==> config.mk <==
export PLATFORM = sky130hd
export DESIGN_NAME = i2c_cmd_sequencer
export DESIGN_NICKNAME = d
export VERILOG_FILES = /design/src/rtl/i2c_cmd_sequencer_pkg.sv /design/src/rtl/i2c_cmd_fifo.sv /design/src/rtl/i2c_cmd_sequencer.sv
export SDC_FILE = /design/constraint.sdc
export NUM_CORES = 1
export LEC_CHECK = 0
export BUFFER_PORTS_ARGS = -buffer_cell sky130_fd_sc_hd__buf_4
export CAP_MARGIN = 30
export CORE_UTILIZATION = 50
export CTS_BUF_LIST = sky130_fd_sc_hd__clkbuf_8
export DETAILED_ROUTE_END_ITERATION = 10
export PLACE_DENSITY_LB_ADDON = 0.08
export SYNTH_ARGS = -nofsm -noshare
export SYNTH_HDL_FRONTEND = slang
export SYNTH_SLANG_ARGS = --single-unit
==> constraint.sdc <==
create_clock -name clk_i -period 2.2 [get_ports clk_i]
set_clock_uncertainty 0.05 [all_clocks]
set_input_delay 0.22 -clock clk_i [delete_from_list [all_inputs] [get_ports clk_i]]
set_output_delay 0.22 -clock clk_i [all_outputs]
set_load 0.03 [all_outputs]
==> src/rtl/i2c_cmd_sequencer_pkg.sv <==
`default_nettype none
// ============================================================================
//  Module      : i2c_cmd_sequencer_pkg
//  Description : Shared types and defaults for the I2C command sequencer and
//                its command FIFO.
//  Revision    : 1.0 - initial release
// ============================================================================
package i2c_cmd_sequencer_pkg;

    typedef logic [7:0] address_t;
    typedef logic [7:0] byte_t;

    // One buffered transaction; rw=1 is a read, wdata is don't-care for reads.
    typedef struct packed {
        logic     rw;
        address_t addr;
        byte_t    wdata;
    } seq_cmd_t;

    typedef enum logic [1:0] {
        IDLE      = 2'd0,
        LAUNCH    = 2'd1,
        WAIT_DONE = 2'd2,
        RESP      = 2'd3
    } seq_state_t;

    localparam int SEQ_FIFO_DEPTH  = 4;
    localparam int SEQ_TIMEOUT_CYC = 1024;
    localparam int SEQ_LAUNCH_CYC  = 1;
    localparam int SEQ_CMD_W       = $bits(seq_cmd_t);

    // Larger of two counts; sizes the shared launch/timeout counter.
    function automatic int seq_max(input int a, input int b);
        return (a > b) ? a : b;
    endfunction

endpackage
`default_nettype wire

==> src/rtl/i2c_cmd_fifo.sv <==
`default_nettype none
// ============================================================================
//  Module      : i2c_cmd_fifo
//  Description : Synchronous command FIFO. Pointers carry one extra MSB so
//                that full and empty are distinguished without a counter.
//                Pushes while full and pops while empty are ignored.
//  Revision    : 1.0 - initial release
// ============================================================================
module i2c_cmd_fifo
    import i2c_cmd_sequencer_pkg::*;
#(
    parameter int DEPTH = SEQ_FIFO_DEPTH
) (
    input  logic                 clk_i,
    input  logic                 reset_i,
    input  logic                 push_i,
    input  logic [SEQ_CMD_W-1:0] push_data_i,
    input  logic                 pop_i,
    output logic [SEQ_CMD_W-1:0] head_o,
    output logic                 full_o,
    output logic                 empty_o
);

    localparam int AW = (DEPTH > 1) ? $clog2(DEPTH) : 1;

    logic [SEQ_CMD_W-1:0] mem_q [DEPTH];
    logic [AW:0]          wr_ptr_q;
    logic [AW:0]          rd_ptr_q;
    logic                 push_en;
    logic                 pop_en;

    assign empty_o = (wr_ptr_q == rd_ptr_q);
    assign full_o  = (wr_ptr_q[AW] != rd_ptr_q[AW]) &&
                     (wr_ptr_q[AW-1:0] == rd_ptr_q[AW-1:0]);
    assign push_en = push_i & ~full_o;
    assign pop_en  = pop_i & ~empty_o;
    assign head_o  = mem_q[rd_ptr_q[AW-1:0]];

    // Storage array: written on accepted push; contents need no reset.
    always_ff @(posedge clk_i) begin
        if (push_en) begin
            mem_q[wr_ptr_q[AW-1:0]] <= push_data_i;
        end
    end

    // Pointer update; reset discards every buffered entry.
    always_ff @(posedge clk_i or posedge reset_i) begin
        if (reset_i) begin
            wr_ptr_q <= '0;
            rd_ptr_q <= '0;
        end else begin
            if (push_en) wr_ptr_q <= wr_ptr_q + 1'b1;
            if (pop_en)  rd_ptr_q <= rd_ptr_q + 1'b1;
        end
    end

endmodule
`default_nettype wire

==> src/rtl/i2c_cmd_sequencer.sv <==
`default_nettype none
// ============================================================================
//  Module      : i2c_cmd_sequencer
//  Description : Command front-end for the I2C top level. Buffers read/write
//                commands, launches them on the master enable/address/data
//                lines, waits for a rising done (with timeout) and returns
//                read data and status over a valid/ready response port.
//  Revision    : 1.0 - initial release
// ============================================================================
module i2c_cmd_sequencer
    import i2c_cmd_sequencer_pkg::*;
#(
    parameter int FIFO_DEPTH  = SEQ_FIFO_DEPTH,
    parameter int TIMEOUT_CYC = SEQ_TIMEOUT_CYC,
    parameter int LAUNCH_CYC  = SEQ_LAUNCH_CYC
) (
    input  logic       clk_i,
    input  logic       reset_i,
    input  logic       cmd_valid_i,
    output logic       cmd_ready_o,
    input  logic       cmd_rw_i,
    input  logic [7:0] cmd_addr_i,
    input  logic [7:0] cmd_wdata_i,
    output logic       rsp_valid_o,
    input  logic       rsp_ready_i,
    output logic       rsp_rw_o,
    output logic [7:0] rsp_rdata_o,
    output logic       rsp_err_o,
    output logic       master_en_o,
    output logic       r_w_en_o,
    output logic [7:0] mem_addr_o,
    output logic [7:0] data_o,
    input  logic       i2c_done_i,
    input  logic [7:0] i2c_rdata_i,
    output logic       busy_o
);

    // One counter serves both the launch pulse width and the timeout.
    localparam int         CNT_MAX     = seq_max(TIMEOUT_CYC, LAUNCH_CYC);
    localparam int         CNT_W       = $clog2(CNT_MAX + 1);
    localparam logic [CNT_W-1:0] LAUNCH_LAST  = CNT_W'(LAUNCH_CYC - 1);
    localparam logic [CNT_W-1:0] TIMEOUT_LAST = CNT_W'(TIMEOUT_CYC - 1);

    seq_state_t            state_q, state_d;
    logic [CNT_W-1:0]      cnt_q, cnt_d;
    seq_cmd_t              launch_q, launch_d;
    logic                  pend_q, pend_d;
    byte_t                 pend_data_q, pend_data_d;
    logic                  rsp_rw_q, rsp_rw_d;
    byte_t                 rsp_rdata_q, rsp_rdata_d;
    logic                  rsp_err_q, rsp_err_d;
    logic                  rsp_valid_q;
    logic                  master_en_q;
    logic                  done_q;
    logic                  done_rise;

    logic                  fifo_push;
    logic                  fifo_pop;
    logic                  fifo_full;
    logic                  fifo_empty;
    logic [SEQ_CMD_W-1:0]  fifo_head;
    seq_cmd_t              head_cmd;
    seq_cmd_t              new_cmd;

    assign new_cmd.rw    = cmd_rw_i;
    assign new_cmd.addr  = cmd_addr_i;
    assign new_cmd.wdata = cmd_wdata_i;
    assign head_cmd      = fifo_head;

    assign cmd_ready_o = ~fifo_full;
    assign fifo_push   = cmd_valid_i & ~fifo_full;

    i2c_cmd_fifo #(
        .DEPTH (FIFO_DEPTH)
    ) u_fifo (
        .clk_i       (clk_i),
        .reset_i     (reset_i),
        .push_i      (fifo_push),
        .push_data_i (new_cmd),
        .pop_i       (fifo_pop),
        .head_o      (fifo_head),
        .full_o      (fifo_full),
        .empty_o     (fifo_empty)
    );

    // A done level already high at launch never counts; only a fresh rise.
    assign done_rise = i2c_done_i & ~done_q;

    // Sequencer next-state: pop, launch pulse, done/timeout wait, response.
    always_comb begin
        state_d     = state_q;
        cnt_d       = cnt_q;
        launch_d    = launch_q;
        pend_d      = pend_q;
        pend_data_d = pend_data_q;
        rsp_rw_d    = rsp_rw_q;
        rsp_rdata_d = rsp_rdata_q;
        rsp_err_d   = rsp_err_q;
        fifo_pop    = 1'b0;
        case (state_q)
            IDLE: begin
                if (!fifo_empty) begin
                    fifo_pop = 1'b1;
                    launch_d = head_cmd;
                    pend_d   = 1'b0;
                    cnt_d    = '0;
                    state_d  = LAUNCH;
                end
            end
            LAUNCH: begin
                // A rise during the enable pulse is remembered for WAIT_DONE.
                if (done_rise) begin
                    pend_d      = 1'b1;
                    pend_data_d = i2c_rdata_i;
                end
                if (cnt_q == LAUNCH_LAST) begin
                    cnt_d   = '0;
                    state_d = WAIT_DONE;
                end else begin
                    cnt_d = cnt_q + CNT_W'(1);
                end
            end
            WAIT_DONE: begin
                // Completion is checked before timeout so a coincident rise wins.
                if (done_rise || pend_q) begin
                    rsp_rw_d    = launch_q.rw;
                    rsp_err_d   = 1'b0;
                    if (!launch_q.rw) begin
                        rsp_rdata_d = '0;
                    end else if (pend_q) begin
                        rsp_rdata_d = pend_data_q;
                    end else begin
                        rsp_rdata_d = i2c_rdata_i;
                    end
                    pend_d  = 1'b0;
                    state_d = RESP;
                end else if (cnt_q == TIMEOUT_LAST) begin
                    rsp_rw_d    = launch_q.rw;
                    rsp_err_d   = 1'b1;
                    rsp_rdata_d = '0;
                    state_d     = RESP;
                end else begin
                    cnt_d = cnt_q + CNT_W'(1);
                end
            end
            RESP: begin
                if (rsp_ready_i) begin
                    state_d = IDLE;
                end
            end
            default: begin
                state_d = IDLE;
            end
        endcase
    end

    // State, counters, launch and response registers.
    always_ff @(posedge clk_i or posedge reset_i) begin
        if (reset_i) begin
            state_q     <= IDLE;
            cnt_q       <= '0;
            launch_q    <= '0;
            pend_q      <= 1'b0;
            pend_data_q <= '0;
            rsp_rw_q    <= 1'b0;
            rsp_rdata_q <= '0;
            rsp_err_q   <= 1'b0;
            rsp_valid_q <= 1'b0;
            master_en_q <= 1'b0;
            done_q      <= 1'b0;
        end else begin
            state_q     <= state_d;
            cnt_q       <= cnt_d;
            launch_q    <= launch_d;
            pend_q      <= pend_d;
            pend_data_q <= pend_data_d;
            rsp_rw_q    <= rsp_rw_d;
            rsp_rdata_q <= rsp_rdata_d;
            rsp_err_q   <= rsp_err_d;
            rsp_valid_q <= (state_d == RESP);
            master_en_q <= (state_d == LAUNCH);
            done_q      <= i2c_done_i;
        end
    end

    assign master_en_o = master_en_q;
    assign r_w_en_o    = launch_q.rw;
    assign mem_addr_o  = launch_q.addr;
    assign data_o      = launch_q.wdata;
    assign rsp_valid_o = rsp_valid_q;
    assign rsp_rw_o    = rsp_rw_q;
    assign rsp_rdata_o = rsp_rdata_q;
    assign rsp_err_o   = rsp_err_q;
    assign busy_o      = (state_q != IDLE) | ~fifo_empty;

endmodule
`default_nettype wire

==> results.tsv, run 1 <==
metric	value	unit
outcome	completed	
vdd_drop_max	869.1	uV
cts_inserted_buffers	17	
cts_sinks	126	
num_rows	37	
cts_tree	done	
setup-tns-final	0	ps
die_y	104.5	um
crit_type	register to register	
yosys-top-cells-area	edfxtp_1 (39%), dfrtp_1 (28%), mux4_2 (6.4%)	
grt_pass1_vias	3097	
synth_ff_type	edfxtp_1	
p_leak	0.002654	uW
coreArea	10230	um2
cts-root-buf	clkbuf_8	
num_antenna_cells	0	
overflow	0	
antenna_found_initial	0	
yosys.area.top_type_share	0.3889	
clock_latency	430	ps
critPathTopFamily	simple AND/OR/NAND/NOR gates	
ant_nets	0	
syn_area_per_cell	15.86	um2
max_stage_delay	440	ps
gp_congestion	0.8028	
p_per_area	1349	nW/um2
seq_area_frac_synth	0.6654	
clk_pin_slew_worst_paths	70	ps
crit_chain	ha_1 -> nand4_1 -> nor4_1 -> buf_4 -> a21oi_2 -> o21a_1 -> o31ai_1	
setup-violations-final	0	
post-place-ws	100.6	ps
crit_slowest_cell	dfrtp_1	
finalHoldViolCount	0	
syn-num-nets	373	
placed_area	6011	um2
routedWlPerCell	16.17	um
ys_ff_latch	126	
slew_violations	0	
drc	0	
netlist_area	5250	um2
final_cell_area	6623	um2
syn2layout_area_growth	26.14	%
postCtsSetupBuffers	0	
grt_pass1_wl	15870	um
die_x	104.5	um
nNetsFinal	489	
worstSetupEndpointType	register	
grt_max_degree	42	
hp-class	input pin to register	
track_usage	0.1953	
vias_per_cell	5.205	
pin_count	61	
clockBufferDepth	2	
synth.largest_area_cell	edfxtp_1	
htreeDepth	4	
cp_num_buf_inv	1	
port_buffers	60	
min_period	2034	ps
drt_iter0_markers	120	
synth-edff-count	68	
rsz0062_at_grt	no	
hpwl	6140	um
fmaxAchievable	0.4918	GHz
drv_cap	0	
maxSlewHeadroom	0.6574	
initial_core_util	0.5131	
drive_above_1_share	0.3304	
critPathMaxFanout	7	
async_flop_share	0.4603	
cp.arrival	2300	ps
ys_types	44	
fin_util	0.6473	
yosys_warnings	0	
setup_ws	166.5	ps
period_share	0.9243	
die_area	10910	um2
start_kind	register	
worstMarginPinSlew	509.2	ps
required	2470	ps
wl	9636	um
dr.pass1.iters	4	
syn_inst	331	
num_vias	3102	
-- tightest hold or removal path: stages --
cell and delay, ps:
buf_4 80, o21a_1 230, xnor2_1 90
-- power breakdown --
group / switching (uW) / total [uW] / internal [uW] / leakage (uW)
registers: 350 / 3590 / 3240 / 0.00135
clock network: 874 / 1740 / 862 / 0.000178
logic: 1920 / 3610 / 1690 / 0.00113
total: 3150 / 8930 / 5790 / 0.00265
-- placed cells by master, fill, tap and decap left out, types with 9 or more instances in the layout --
master	netlist	routed
buf_4	1	76
edfxtp_1	68	68
dfrtp_1	58	58
dlygate4sd3_1	0	27
mux2_2	21	21
nand2_1	20	20
clkbuf_8	0	17
o21ai_0	15	15
mux4_2	15	15
inv_1	11	12
ha_1	12	12
mux2i_1	9	9
o21ai_1	9	9
-- flip-flops by register name, indices dropped and copies added (netlist names) --
name / count
cnt_q: 11
data_o: 8
done_q: 1
master_en_o: 1
mem_addr_o: 8
pend_data_q: 8
pend_q: 1
r_w_en_o: 1
rsp_err_o: 1
rsp_rdata_o: 8
rsp_rw_o: 1
rsp_valid_o: 1
state_q: 2
u_fifo.mem_q: 68
u_fifo.rd_ptr_q: 3
u_fifo.wr_ptr_q: 3
-- metrics by stage --
step | total power (uW) | instances | hold slack (ps)
global route | 9458 | 596 | 207.2
detailed placement | 7258 | 537 | 229.5
finish | 8932 | 596 | 182.6
floorplan | 6015 | 331 | 201.4
CTS | 9048 | 596 | 179.9
global placement | 7184 | 537 | 212.2
-- metal layers --
layer	global-route usage	vias to the layer above	share of wire
li1	-	1491	-
met1	0.2435	1536	0.45
met2	0.3150	60	0.49
met3	0.06266	15	0.036
met4	0.08061	0	0.019
met5	0	-	0
-- final timing paths --
check	start	endpoint	slack [ps]	cells past startpoint
max	cnt_q[0]$_DFFE_PP0P_	master_en_o$_DFF_PP0_	170	7
min reg2reg	rsp_rdata_o[7]$_DFFE_PP0P_	rsp_rdata_o[7]$_DFFE_PP0P_	430	2
min in group asynchronous	reset_i	data_o[7]$_DFFE_PP0P_	330	3
max in group asynchronous	reset_i	data_o[2]$_DFFE_PP0P_	1180	4
min	cmd_valid_i	u_fifo.wr_ptr_q[0]$_DFFE_PP0P_	180	3
max reg2reg	cnt_q[0]$_DFFE_PP0P_	master_en_o$_DFF_PP0_	170	7
-- cells by family (layout without fill, tap and decap cells) --
kind of cell / Yosys count / count (layout) / share of synthesized area
buffers and inverters: 21 / 150 / 0.01930
xor gates and xnor gates: 7 / 7 / 0.01311
adders and majority gates: 12 / 12 / 0.02860
DFF: 126 / 126 / 0.6654
muxes: 53 / 53 / 0.1494
AOI/OAI and AO/OA: 52 / 52 / 0.06625
and+or+nand+nor: 60 / 60 / 0.05791
-- cell type report --
type                       count  area [um2]
sequential                   126        3493
multi-input combinational    184        1658
clock inverter                15       105.1
inverter                      11       41.29
tap                          136       170.2
fill                         766        3608
timing repair buffer         107       920.9
clock buffer                  17       234.0
-- synthesized netlist by cell type (all sizes together) (2+ instances only) --
cell     n
o21a     3
and2     4
dfrtp   58
nand3    8
buf      7
and4     2
o31ai    7
mux2i    9
inv     11
mux2    27
nor2     7
clkbuf   3
a31oi    3
nand4    2
a21oi    8
nand2b   2
or2      2
nor4     2
o21ai   24
nand2   21
xnor2    6
nor2b    5
and3     3
mux4    17
edfxtp  68
o41ai    3
ha      12
-- repair_timing --
| action | in CTS | in global routing |
|---|---|---|
| hold buffers | 27 | 0 |
| endpoints found under the setup margin | 0 | 9 |
| gates resized for setup | 0 | 1 |
| endpoints found under the hold margin | 94 | 0 |
Power figures use the tool's default switching activity.
==> run 2: changes to the inputs <==
Settings changed: CORE_MARGIN from default to 4, CORE_UTILIZATION 50 to 54, PLACE_DENSITY_LB_ADDON 0.08 to 0.25.
==> results.tsv, run 2 (synthesis gave the netlist of run 1 again) <==
metric	value	unit	change
cts_inserted_buffers	17		unchanged
setup-tns-final	0	ps	unchanged
min_from	cmd_valid_i		
period_share	0.9283		+0.003962
drc	0		unchanged
htreeDepth	4		unchanged
coreArea	9371	um2	-8.4%
overflow	0		unchanged
required	1930	ps	-540 ps
num_antenna_cells	0		unchanged
cts_tree	done		
port_buffers	60		unchanged
ant_nets	0		unchanged
layout.cells.non_filler	587		-1.5%
vdd_drop_max	1161	uV	+34%
routedWlPerCell	17.34	um	+7.3%
wl	10180	um	+5.7%
crit_end	cmd_ready_o		
maxSlewHeadroom	0.6118		-0.04561
p_leak	0.002656	uW	about the same
die_x	106.6	um	+2.0%
ff2ff_path_depth	6		-1
placed_cells	528		-1.7%
startpoint	u_fifo.wr_ptr_q[1]$_DFFE_PP0P_		
worstMarginPinSlew	581.5	ps	+72.27 ps
grt_pass1_wl	16710	um	+5.3%
whs	236.0	ps	+53.39 ps
clockBufferDepth	2		unchanged
final_common_cell	buf_4		
vias_per_cell	5.385		+3.5%
drv_cap	0		unchanged
num_rows	35		-5.4%
dr.pass1.iters	4		unchanged
start_kind	register		
crit_type	register to output pin		
layout_common_cells	buf_4 (76), edfxtp_1 (68), dfrtp_1 (58)		
rsz0062_at_grt	no		
r2r-end	cnt_q[7]$_DFFE_PP0P_		
outcome	completed		
critPathMaxFanout	4		-3
antenna_found_initial	0		unchanged
finalHoldViolCount	0		unchanged
worstReg2RegStart	state_q[1]$_DFF_PP0_		
largest_reg_flops	68		unchanged
grt_pass1_vias	3285		+6.1%
power	9228	uW	+3.3%
track_usage	0.1950		-0.0003298
drt_iter0_markers	119		-0.83%
post-place-ws	50.81	ps	-49.81 ps
num_vias	3161		+1.9%
min_period	2042	ps	+8.717 ps
slew_violations	0		unchanged
hpwl	6514	um	+6.1%
cts-root-buf	clkbuf_8		
r2r_slack	170	ps	about the same
nNetsFinal	487		-0.41%
drive_above_1_share	0.3362		+0.005810
initial_core_util	0.5602		+0.04707
worstSetupEndpointType	output pin		
cts_sinks	126		unchanged
grt_max_degree	29		-31%
p_per_area	1385	nW/um2	+2.7%
clk_pin_slew_worst_paths	70	ps	about the same
die_y	106.6	um	+2.0%
fmaxAchievable	0.4897	GHz	-0.43%
postCtsSetupBuffers	0		unchanged
setup-violations-final	0		unchanged
nFillCells	649		-15%
clock_latency	430	ps	about the same
pin_count	61		unchanged
gp_congestion	0.8378		+4.4%
hp-class	input pin to register		
cp.arrival	1770	ps	-530 ps
setup_ws	157.8	ps	-8.717 ps
die_area	11360	um2	+4.1%
syn2layout_area_growth	26.88	%	
## run 2: changes by cell type in the layout (fill, tap and decap cells not counted), sizes merged
| cell | before | now |
|---|---|---|
| clkinvlp | 2 | 4 |
| bufinv | 1 | 3 |
| clkinv | 9 | 3 |
| inv | 14 | 16 |
| buf | 80 | 78 |
## run 2: layout make-up
| class | count | area, um2 | share of cell area |
|---|---|---|---|
| well taps | 129 | 161.4 | 0.02423 |
| flip-flops and latches | 126 | 3493 | 0.5244 |
| clock inverters | 15 | 170.2 | 0.02554 |
| repair buffers | 105 | 880.8 | 0.1322 |
| multi-input cells | 184 | 1680 | 0.2523 |
| clock buffers | 17 | 234.0 | 0.03512 |
| inverters | 11 | 41.29 | 0.006198 |
## run 2: metrics by stage
stage | utilization | area (um2)
final | 0.7108 | 6661
after detailed placement | 0.6362 | 5962
after global routing | 0.7108 | 6661
after floorplan | - | 5250
after CTS | 0.7081 | 6636
after global placement | 0.6362 | 5962
## run 2: worst min path at each step
stage                                endpoint  slack, ps  cells after the start
2_1_floorplan                done_q$_DFF_PP0_        200                      0
3_3_place_gp        mem_addr_o[3]$_DFFE_PP0P_        270                      2
3_5_place_dp        mem_addr_o[3]$_DFFE_PP0P_        280                      2
4_1_cts        u_fifo.wr_ptr_q[1]$_DFFE_PP0P_        220                      4
5_1_grt        u_fifo.wr_ptr_q[0]$_DFFE_PP0P_        230                      4
6_report       u_fifo.wr_ptr_q[1]$_DFFE_PP0P_        240                      4
## run 2: routing by layer
layer,track usage,routed length (um),up-vias
met1,0.2459,4412,1582
met5,0,0,-
met2,0.3237,5190,78
li1,-,-,1490
met3,0.06201,476,11
met4,0.06119,101,0
## run 2: what timing repair did
| item | 4_1_cts | 5_1_grt |
|---|---|---|
| hold buffers | 27 | 0 |
| setup endpoints to repair | 0 | 21 |
| endpoints found under the hold margin | 99 | 0 |
| gates resized for setup | 0 | 4 |
## run 2: power by group
group | leakage [uW] | switching (uW) | internal [uW]
Combinational | 0.00111 | 1970 | 1640
Sequential | 0.00135 | 346 | 3240
Clock | 0.000197 | 922 | 1120
Total | 0.00266 | 3240 | 5990
## run 2: worst max-delay path, cell delays in order (launching register included)
cell and delay, ps:
dfrtp_1 450, xnor2_1 340, nand2_1 110, or2_2 280
buf_4 170
==> run 3: changes to the inputs <==
Settings changed: CORE_UTILIZATION 54 to 52, CTS_BUF_LIST sky130_fd_sc_hd__clkbuf_8 to default.
==> results.tsv, run 3 (synthesis gave the netlist of run 1 again) <==
metric	value	unit	change
die_x	108.5	um	+1.8%
critPathMaxFanout	10		+6
nFillCells	680		+4.8%
setup-tns-final	0	ps	unchanged
crit_chain	inv_1 -> ha_1 -> nor4b_1 -> buf_4 -> a41o_1 -> buf_4 -> a21oi_1 -> o21ai_0 -> o31ai_1		
min_to	u_fifo.wr_ptr_q[0]$_DFFE_PP0P_		
hpwl	6401	um	-1.7%
grt_max_degree	38		+31%
final_common_cell	buf_4		
wl	10200	um	+0.20%
p_per_area	1456	nW/um2	+5.1%
port_buffers	60		unchanged
vias_per_cell	5.430		+0.83%
drv_cap	0		unchanged
ant_nets	0		unchanged
fmaxAchievable	0.4846	GHz	-1.0%
overflow	0		unchanged
maxSlewHeadroom	0.6354		+0.02362
min_period	2064	ps	+21.51 ps
cp_num_buf_inv	3		+2
ff2ff_path_depth	9		+3
min_path_cells	3		-1
multi_input_area	1687	um2	+0.37%
coreArea	9819	um2	+4.8%
regArea	3493	um2	unchanged
initial_core_util	0.5347		-0.02556
critPathTopFamily	compound AO/OA/AOI/OAI gates		
r2r_slack	140	ps	-30 ps
cts_tree	done		
largest_reg_flops	68		unchanged
hp-class	input pin to register		
clock_latency	510	ps	+80 ps
track_usage	0.1875		-0.007493
worstMarginPinSlew	546.1	ps	-35.38 ps
drc	0		unchanged
crit_slowest_cell	dfrtp_1		
htreeDepth	4		unchanged
whs	92.69	ps	-143.3 ps
grt_pass1_wl	16530	um	-1.1%
worstReg2RegStart	cnt_q[0]$_DFFE_PP0P_		
syn2layout_area_growth	30.15	%	
nNetsFinal	485		-0.41%
worstSetupEndpointType	register		
num_antenna_cells	0		unchanged
min_from	cmd_valid_i		
required	2540	ps	+610 ps
cts_sinks	126		unchanged
cts-root-buf	clkbuf_8		
pin_count	61		unchanged
crit_type	register to register		
drive_above_1_share	0.3333		-0.002911
rsz0062_at_grt	yes		
clockBufferDepth	2		unchanged
crit_top_cell	buf_4		
grt_pass1_vias	3294		+0.27%
antenna_found_initial	0		unchanged
vdd_drop_max	888.8	uV	-23%
num_vias	3198		+1.2%
clk_pin_slew_worst_paths	60	ps	about the same
postCtsSetupBuffers	0		unchanged
routedWlPerCell	17.32	um	-0.14%
drt_iter0_markers	137		+15%
die_area	11770	um2	+3.6%
num_rows	36		+2.9%
p_leak	0.002742	uW	+3.3%
outcome	completed		
cp.arrival	2400	ps	+630 ps
start_kind	register		
r2r-end	cnt_q[6]$_DFFE_PP0P_		
max_stage_delay	440	ps	about the same
layout_common_cells	buf_4 (74), edfxtp_1 (68), dfrtp_1 (58)		
finalHoldViolCount	0		unchanged
period_share	0.9381		+0.009779
slew_violations	0		unchanged
setup-violations-final	0		unchanged
die_y	108.5	um	+1.8%
cts_inserted_buffers	17		unchanged
dr.pass1.iters	4		unchanged
gp_congestion	0.8040		-4.0%
run 3: changes by cell type in the layout (fill, tap and decap cells not counted), moves of 2 or more:
| cell | previous run | this run |
|---|---|---|
| clkinv_4 | 1 | 3 |
| clkbuf_1 | 0 | 2 |
| xnor2_1 | 5 | 3 |
| clkinv_1 | 2 | 4 |
| xnor2_2 | 1 | 3 |
| inv_6 | 3 | 0 |
| buf_4 | 76 | 74 |
| clkbuf_8 | 17 | 2 |
| clkbuf_16 | 0 | 16 |
| inv_1 | 12 | 10 |
| clkinvlp_4 | 4 | 1 |
run 3: worst register-to-register path, delay by kind of cell (launching register included):
| family | cells | cell delay (ps) |
|---|---|---|
| flops | 1 | 440 |
| compound gates | 4 | 490 |
| buf+inv | 3 | 470 |
| fa+ha+maj | 1 | 160 |
| simple gates | 1 | 350 |
run 3: layout make-up:
cell class                 instances  share of cell area
sequential                       126              0.5113
multi-input combinational        184              0.2468
timing repair buffer             103              0.1267
clock buffer                      20             0.06372
tap                              133             0.02435
clock inverter                    12             0.02106
inverter                          11            0.006043
run 3: routing by layer:
metal / global-route usage / vias to the layer above / part of all wire
met4: 0.08296 / 0 / 0.015
met1: 0.2401 / 1613 / 0.44
li1: - / 1491 / -
met2: 0.3054 / 77 / 0.51
met3: 0.04478 / 17 / 0.040
met5: 0 / - / 0
run 3: stage by stage:
step | util | worst slack [ps] | area [um2] | instances | power [uW]
2_1_floorplan | - | 149.1 | 5250 | 331 | 6015
3_3_place_gp | 0.6061 | 151.6 | 5952 | 530 | 7081
3_5_place_dp | 0.6061 | 43.18 | 5952 | 530 | 7204
4_1_cts | 0.6927 | 11.21 | 6802 | 589 | 9995
5_1_grt | 0.6958 | -43.95 | 6833 | 589 | 10480
6_report | 0.6958 | 136.3 | 6833 | 589 | 9947
run 3: worst max-delay path by stage:
stage	startpoint	slack, ps	to	cells past startpoint
floorplan	u_fifo.rd_ptr_q[0]$_DFFE_PP0P_	150	data_o[5]$_DFFE_PP0P_	4
global placement	cnt_q[0]$_DFFE_PP0P_	150	cnt_q[6]$_DFFE_PP0P_	6
detailed placement	cnt_q[0]$_DFFE_PP0P_	40	cnt_q[6]$_DFFE_PP0P_	6
CTS	u_fifo.wr_ptr_q[1]$_DFFE_PP0P_	10	cmd_ready_o	4
global route	cnt_q[0]$_DFFE_PP0P_	-40	cnt_q[6]$_DFFE_PP0P_	9
finish	cnt_q[0]$_DFFE_PP0P_	140	cnt_q[6]$_DFFE_PP0P_	9
run 3: report_power, final:
group / internal, uW / switching (uW) / total (uW) / leakage [uW]
combinational: 1670 / 1950 / 3620 / 0.00112
sequential: 3240 / 364 / 3610 / 0.00135
clock: 1740 / 978 / 2720 / 0.000279
total: 6650 / 3300 / 9950 / 0.00274
run 3: timing repair:
item                                    in CTS  in global routing
endpoints found under the setup margin       0                 16
endpoints found under the hold margin      106                  0
resized for setup                            0                  5
hold buffers                                27                  0
